$ cat src/rtl/moore_hit_monitor.sv
`timescale 1ns/1ps
`default_nettype none
// ============================================================================
//  Module   : moore_hit_monitor
//  Brief    : Turns Moore detector rises into hit pulses, counts them, measures
//             inter-hit spacing and raises a sticky burst alarm.
//  Revision : 1.0 - initial release
// ============================================================================
module moore_hit_monitor #(
    parameter int CNT_W      = 8,
    parameter int GAP_W      = 8,
    parameter int ALARM_HITS = 3,
    parameter int WINDOW     = 8
) (
    input  logic             clk,
    input  logic             rst,
    input  logic             z,
    input  logic             en,
    input  logic             clear,
    output logic             hit,
    output logic [CNT_W-1:0] hit_count,
    output logic [GAP_W-1:0] last_gap,
    output logic             alarm
);

    localparam logic [CNT_W-1:0] c_cnt_max    = '1;
    localparam logic [GAP_W-1:0] c_gap_max    = '1;
    localparam logic [GAP_W-1:0] c_win_last   = GAP_W'(WINDOW - 1);
    localparam logic [3:0]       c_alarm_hits = 4'(ALARM_HITS);

    typedef enum logic [1:0] {
        ST_IDLE  = 2'd0,
        ST_WATCH = 2'd1,
        ST_ALARM = 2'd2
    } state_t;

    state_t           r_state;
    logic             r_z_prev;
    logic             r_hit;
    logic [CNT_W-1:0] r_hit_count;
    logic [GAP_W-1:0] r_last_gap;
    logic [GAP_W-1:0] r_gap_cnt;
    logic             r_first_seen;
    logic [GAP_W-1:0] r_win_cnt;
    logic [3:0]       r_burst_hits;
    logic             r_alarm;

    logic             w_rise;
    logic [CNT_W-1:0] w_cnt_inc;
    logic [GAP_W-1:0] w_gap_inc;
    logic [GAP_W-1:0] w_win_inc;
    logic [3:0]       w_burst_next;
    logic             w_win_open;

    assign w_rise       = en & z & ~r_z_prev;
    assign w_cnt_inc    = (r_hit_count == c_cnt_max) ? c_cnt_max : r_hit_count + CNT_W'(1);
    assign w_gap_inc    = (r_gap_cnt == c_gap_max) ? c_gap_max : r_gap_cnt + GAP_W'(1);
    assign w_win_inc    = r_win_cnt + GAP_W'(1);
    assign w_burst_next = r_burst_hits + 4'd1;
    // A rise still belongs to the open burst only up to offset WINDOW-1.
    assign w_win_open   = (r_win_cnt <= c_win_last);

    // z_prev follows z on every edge so a level spanning clear or en=0 is not re-counted
    always_ff @(posedge clk) begin
        if (rst) begin
            r_z_prev <= 1'b0;
        end else begin
            r_z_prev <= z;
        end
    end

    always_ff @(posedge clk) begin
        if (rst || clear) begin
            r_hit        <= 1'b0;
            r_hit_count  <= '0;
            r_last_gap   <= '0;
            r_gap_cnt    <= '0;
            r_first_seen <= 1'b0;
        end else begin
            r_hit <= w_rise;
            if (w_rise) begin
                r_hit_count  <= w_cnt_inc;
                if (r_first_seen) begin
                    r_last_gap <= w_gap_inc;
                end
                r_first_seen <= 1'b1;
                r_gap_cnt    <= '0;
            end else if (en && r_first_seen) begin
                r_gap_cnt <= w_gap_inc;
            end
        end
    end

    always_ff @(posedge clk) begin
        if (rst || clear) begin
            r_state      <= ST_IDLE;
            r_win_cnt    <= '0;
            r_burst_hits <= '0;
            r_alarm      <= 1'b0;
        end else if (en) begin
            case (r_state)
                ST_IDLE: begin
                    if (w_rise) begin
                        r_state      <= ST_WATCH;
                        r_win_cnt    <= GAP_W'(1);
                        r_burst_hits <= 4'd1;
                    end
                end
                ST_WATCH: begin
                    if (w_rise && w_win_open && (w_burst_next == c_alarm_hits)) begin
                        r_state <= ST_ALARM;
                        r_alarm <= 1'b1;
                    end else if (w_rise && w_win_open) begin
                        r_burst_hits <= w_burst_next;
                        r_win_cnt    <= w_win_inc;
                    end else if (w_rise) begin
                        // window already closed: this rise opens a fresh burst
                        r_win_cnt    <= GAP_W'(1);
                        r_burst_hits <= 4'd1;
                    end else if (r_win_cnt >= c_win_last) begin
                        r_state <= ST_IDLE;
                    end else begin
                        r_win_cnt <= w_win_inc;
                    end
                end
                ST_ALARM: begin
                    r_alarm <= 1'b1;
                end
                default: begin
                    r_state <= ST_IDLE;
                end
            endcase
        end
    end

    assign hit       = r_hit;
    assign hit_count = r_hit_count;
    assign last_gap  = r_last_gap;
    assign alarm     = r_alarm;

endmodule
`default_nettype wire

$ cat config.mk
export PLATFORM = sky130hd
export DESIGN_NAME = moore_hit_monitor
export DESIGN_NICKNAME = d
export VERILOG_FILES = /design/src/rtl/moore_hit_monitor.sv
export SDC_FILE = /design/constraint.sdc
export NUM_CORES = 1
export LEC_CHECK = 0
export ABC_AREA = 1
export CAP_MARGIN = 20
export CELL_PAD_IN_SITES_DETAIL_PLACEMENT = 1
export CELL_PAD_IN_SITES_GLOBAL_PLACEMENT = 2
export CORE_MARGIN = 1
export CORE_UTILIZATION = 32
export CTS_CLUSTER_SIZE = 10
export DETAILED_ROUTE_END_ITERATION = 16
export DONT_BUFFER_PORTS = 1
export PLACE_DENSITY_LB_ADDON = 0.1
export SYNTH_ARGS = -nofsm -noshare
export SYNTH_HDL_FRONTEND = slang
export SYNTH_SLANG_ARGS = --single-unit
export TNS_END_PERCENT = 1
$ cat constraint.sdc
create_clock -name clk -period 1.42 [get_ports clk]
set_clock_uncertainty 0.05 [all_clocks]
set_input_delay 0.284 -clock clk [delete_from_list [all_inputs] [get_ports clk]]
set_output_delay 0.284 -clock clk [all_outputs]
set_load 0.01 [all_outputs]
# After elaboration in Yosys (flattened, before gate mapping)
# Cells that the tools add are included.
# word_totals
latchBits	0
output_inout_bits	18
memories	0
ram_bits	0
mem_bits_ro	0
ff_bits	42
in_bits	5
# classes
div_mod_pow	0
n_eq_ne	12
n_mux	20
bitwise_logic	4
n_shift	0
magnitude_cmp	2
add_sub_neg	4
reduce_logical	13
mul	0
# op_table
operator	n
$mux 8	7
$add 8x1->8 const B	3
$eq 8x8->1 const B	2
$pmux 8 s2	1
$mux 4	3
$mux 2	5
$ne 3x3->1 const B	3
$ge 8x3->1 const B	1
$le 8x3->1 const B	1
$pmux 4 s2	1
$ne 2x2->1 const B	3
$pmux 2 s3	1
$reduce_and 3->1	2
$reduce_and 6->1	1
$reduce_and 5->1	1
$add 4x1->4 const B	1
$eq 4x2->1 const B	1
$ne 4x4->1 const B	1
$reduce_bool 2->1	2
$logic_and 1x1->1	3
$and 1x1->1	2
$eq 2x1->1 const B	1
$eq 2x2->1 const B	1
$logic_not 2->1	1
other kinds (6)	7

# Depth between registers and ports, before layout
# depth
depth_word	6
mapped_depth	10

# Least setup slack after synthesis
# Ideal clock, no wire load.
# synth_timing
kind	flip-flop to flip-flop
from	register r_burst_hits[1]
to	register r_win_cnt[2]
n_path_buf	0
slack_ns	-0.012
synth_period_minus_slack_ns	1.432
path_stages_with_launch	11
t_arrival_ns	1.266
cell_sequence	dfxtp_1 > ha_1 > inv_1 > nand2_1 > nand2_1 > nor2_1 > nand4_4 > nand2_1 > nor2_4 > nor2_1 > nor2_1
# synth_via
elab_chain_cells	5
# synth_rtl
item	line_no	text
start: declaration	45	logic [3:0] r_burst_hits;
start signal: assignment	114	r_burst_hits <= w_burst_next;
$add 4x1->4	59	assign w_burst_next = r_burst_hits + 4'd1;
$eq 4x2->1	110	if (w_rise && w_win_open && (w_burst_next == c_alarm_hits)) begin
$logic_and 1x1->1	110	
$ne 2x2->1 (no line)	--	
$reduce_and 5->1 (no line)	--	
end signal: assignment	115	r_win_cnt <= w_win_inc;
end signal: assignment	123	r_win_cnt <= w_win_inc;
end: declaration	44	logic [GAP_W-1:0] r_win_cnt;
# Every way passes these cells.
# A chain may end at the register's enable or synchronous reset.

# Worst setup path in the final report
# layout_timing
from	register r_burst_hits[0]
to	register r_burst_hits[0]
# layout_via
elab_chain_cells	5
# layout_rtl
item	line_no
$add 4x1->4	59
$eq 4x2->1	110
$logic_and 1x1->1	110
$ne 2x2->1 (no line)	--
$reduce_and 3->1 (no line)	--
# Several ways; a longest one is shown, not always the timed one. The select of a mux whose other input is x is not followed.

==> impl_metrics.yaml <==
sta:
  timing.slew.headroom_pct: 79.5
  max_freq_mhz: 666
  finalHoldViolCount: 0
  worst_slack_ns: -0.0814
  grt_setup_unrepaired: "yes"
  report.final.setup_viol: 8
  drv_slew: 0
  final.period_utilization_pct: 106
  max_slew.worst_pin.slew_ns: 0.307
  timing.final.crit_period_ns: 1.50
hold_path:
  min-delay-start: "z"
  whs_endpoint: "r_z_prev"
  timing.hold.worst.class: "primary input to flip-flop"
  holdPathStages: 2
status:
  violations: "setup timing"
  status: "complete, but fails checks"
synth:
  cells_after_synth: 288
  largest_family_of_logic_cells_by_synthesized_area: "simple AND/OR/NAND/NOR gates"
  synth-compound-area-share_pct: 13.5
  synth-adder-area-share_pct: 3.03
  postSynthRegisterBits: 42
  synth_area_per_cell_um2: 7.18
  mux_share_of_post_synthesis_cell_area_pct: 0
  syn-cell-area_um2: 2070
  synth_xor_area_share_pct: 2.97
  synth.lib_cells_used.distinct: 30
  synth.yosys.seq_area_share_pct: 40.7
  net_count_after_synthesis: 298
  synth_warnings: 0
  synth_simple_gate_area_share_pct: 29.1
worst_setup_path:
  critical_path_class: "flip-flop to flip-flop"
  worstSetupEndpointType: "flip-flop"
  r2r_cells: 10
  crit_path_max_fanout: 4
  timing.rr.start: "r_burst_hits[0]"
  ff2ff_setup_slack_ns: -0.08
  crit_required_ns: 1.60
  worst_setup_path_start_kind: "flip-flop"
  regToRegEndpoint: "r_burst_hits[0]"
  data_arrival_time_of_the_critical_path_ns: 1.68
power:
  power.density_nw_per_um2: 809
  sw_power_w: 0.000531
  power_switching_share_pct: 24.5
  p_seq_share_pct: 55.1
  p_comb_share_pct: 7.0
  power_leakage_nw: 1.21
  internal_power_w: 0.00164
  p_clk_share_pct: 37.9
  total_power_draw_w: 0.00217
  power.ir.vdd_worst_v: 0.000584
drt:
  drt-vias-per-instance: 4.61
  drt_pass1_iterations: 4
  initial_detailed_routing_violation_count: 49
  route.final.wire_length_um: 5270
  route.detailed.drc: 0
  route.detailed.wl_per_inst_um: 12.8
  detailroute.via_count: 1905
  ant_nets: 0
global_routing:
  grt_first_pass_wirelength_um: 8810
  maximum_number_of_pins_on_one_net_before_global_route_repair: 14
  residual_overflow_from_global_routing: 0
  grt_antenna_before_repair: 0
  grt.total_usage_pct: 17.3
  first_global_vias: 1901
floorplan:
  fp.dieW_um: 82.4
  ios: 23
  die_y_um: 82.4
  dieArea_um2: 6780
  placementRows: 28
  initial_core_util_pct: 34.1
  core_area_um2: 6060
placed_design:
  dpl.cell_count: 400
  gp_routability_congestion: 0.776
  dp.final_hpwl_um: 3970
  numPortBuffers: 0
finish:
  instances_no_fill: 413
  final_common_cell: "inv_1"
  final.fill_count: 763
  final_net_count: 347
  final_cell_mix: "inv_1, buf_4, nand2_1, dfxtp_1, nor2_1"
  area.growth.synth_to_final_pct: 29.8
  final_layout_size_suffix_gt1_share_pct: 28.4
  antenna_cells: 0
clocking:
  numClockSinks: 42
  clkLatencyLatePin_ns: 0.29
  cts_buffer_depth: 2
  cts_inserted_buffers: 5
  cts.root.buffer_cell: "clkbuf_8"
  cts_max_level: 2
  tritoncts_clock_tree: "yes"
  clk_pin_slew_ns: 0.09
job:
  max_cap_viols: 0
timing repair:
action | CTS | global route
endpoints found under the setup margin | 31 | 38
hold buffers | 1 | 0
gates cloned | 0 | 0
hold endpoints to repair | 1 | 0
resized for setup | 30 | 12
pin swaps | 11 | 10
setup buffers | 3 | 1
flip-flops by register name (all words and copies together), names as in the netlist:
name and cells:
r_z_prev 1, r_gap_cnt 8, alarm 1, r_first_seen 1, r_burst_hits 4, hit 1
hit_count 8, last_gap 8, r_win_cnt 8, r_state 2
per-layer routing:
layer  GRT usage, %  vias to the layer above  routed length [um]
li1               -                     1011                   -
met1           21.8                      876                2640
met2           28.8                       13                2460
met3           3.85                        5                  97
met4           6.32                        0                  65
met5              0                        -                   0
critical path, stage by stage, from the launching register on:
cell	delay [ns]
dfxtp_4	0.37
ha_4	0.16
nand2_2	0.08
nand2_4	0.07
buf_6	0.11
inv_2	0.03
nand4_1	0.16
buf_4	0.18
nand4_1	0.06
nand2_1	0.05
a21oi_1	0.10
kinds of logic (layout without fill, tap and decap cells):
logic type	Yosys count	after routing
DFF	42	42
xor gates and xnor gates	7	7
AOI/OAI and AO/OA	53	53
and+or+nand+nor	125	125
buffers and inverters	56	106
adders and majority gates	5	5
area by class of cell:
cell class	instances	area, um2	share of cell area [%]
multi-input cells	190	1100	40.9
flip-flops and latches	42	851	31.7
repair buffers	46	352	13.1
inverters	52	198	7.37
well taps	75	93.8	3.50
clock buffers	7	86.3	3.22
clock inverters	1	5.00	0.186
synth_stat cells:
cell	count	area share (%)
a21oi_1	21	5.1
a31oi_1	1	0.30
buf_4	1	0.36
buf_6	1	0.54
clkbuf_1	2	0.36
dfxtp_1	42	41
ha_1	5	3.0
inv_1	51	9.3
inv_2	1	0.18
nand2_1	45	8.2
nand2_2	2	0.61
nand3_1	10	2.4
nand3_2	2	0.97
nand4_1	9	2.7
nand4_4	1	1.0
nor2_1	41	7.4
nor2_2	3	0.91
nor2_4	3	1.6
nor2_8	1	0.97
nor3_1	6	1.5
nor3_2	1	0.48
o211a_1	1	0.48
o211ai_1	1	0.36
o21a_1	1	0.36
o21ai_0	23	5.6
o21ai_1	4	0.97
o21bai_1	1	0.36
or2_2	1	0.30
xnor2_1	2	0.85
xor2_1	5	2.1
power groups by stage:
stage | Clock [W] | Combinational (W) | Sequential [W]
2_1_floorplan | 0 | 0.0000830 | 0.00123
3_3_place_gp | 0 | 0.000142 | 0.00123
3_5_place_dp | 0 | 0.000144 | 0.00123
4_1_cts | 0.000853 | 0.000153 | 0.00119
5_1_grt | 0.000899 | 0.000170 | 0.00120
6_report | 0.000822 | 0.000152 | 0.00120
per-stage QoR:
stage / cell area (um2) / setup slack [ns] / TNS [ns] / util, % / hold WS [ns]
after floorplan: 2070 / 0.0237 / 0 / - / 0.305
after global placement: 2440 / -0.0879 / -0.919 / 40.3 / 0.307
after detailed placement: 2440 / -0.107 / -1.37 / 40.3 / 0.310
after CTS: 2640 / -0.0698 / -0.515 / 43.6 / 0.0286
after global routing: 2680 / -0.180 / -2.00 / 44.3 / 0.0381
final: 2680 / -0.0814 / -0.242 / 44.3 / 0.0341
worst max path at each step:
| stage | start | end | slack [ns] | depth (start not counted) |
|---|---|---|---|---|
| after floorplan | r_burst_hits[1] | r_win_cnt[2] | 0.02 | 10 |
| after global placement | r_gap_cnt[0] | r_gap_cnt[1] | -0.09 | 9 |
| after detailed placement | r_burst_hits[0] | r_win_cnt[0] | -0.11 | 10 |
| after CTS | r_burst_hits[1] | r_state[0] | -0.07 | 11 |
| after global routing | r_burst_hits[0] | r_burst_hits[0] | -0.18 | 11 |
| final | r_burst_hits[0] | r_burst_hits[0] | -0.08 | 10 |
Note: power is estimated with default switching activity, not from simulation.
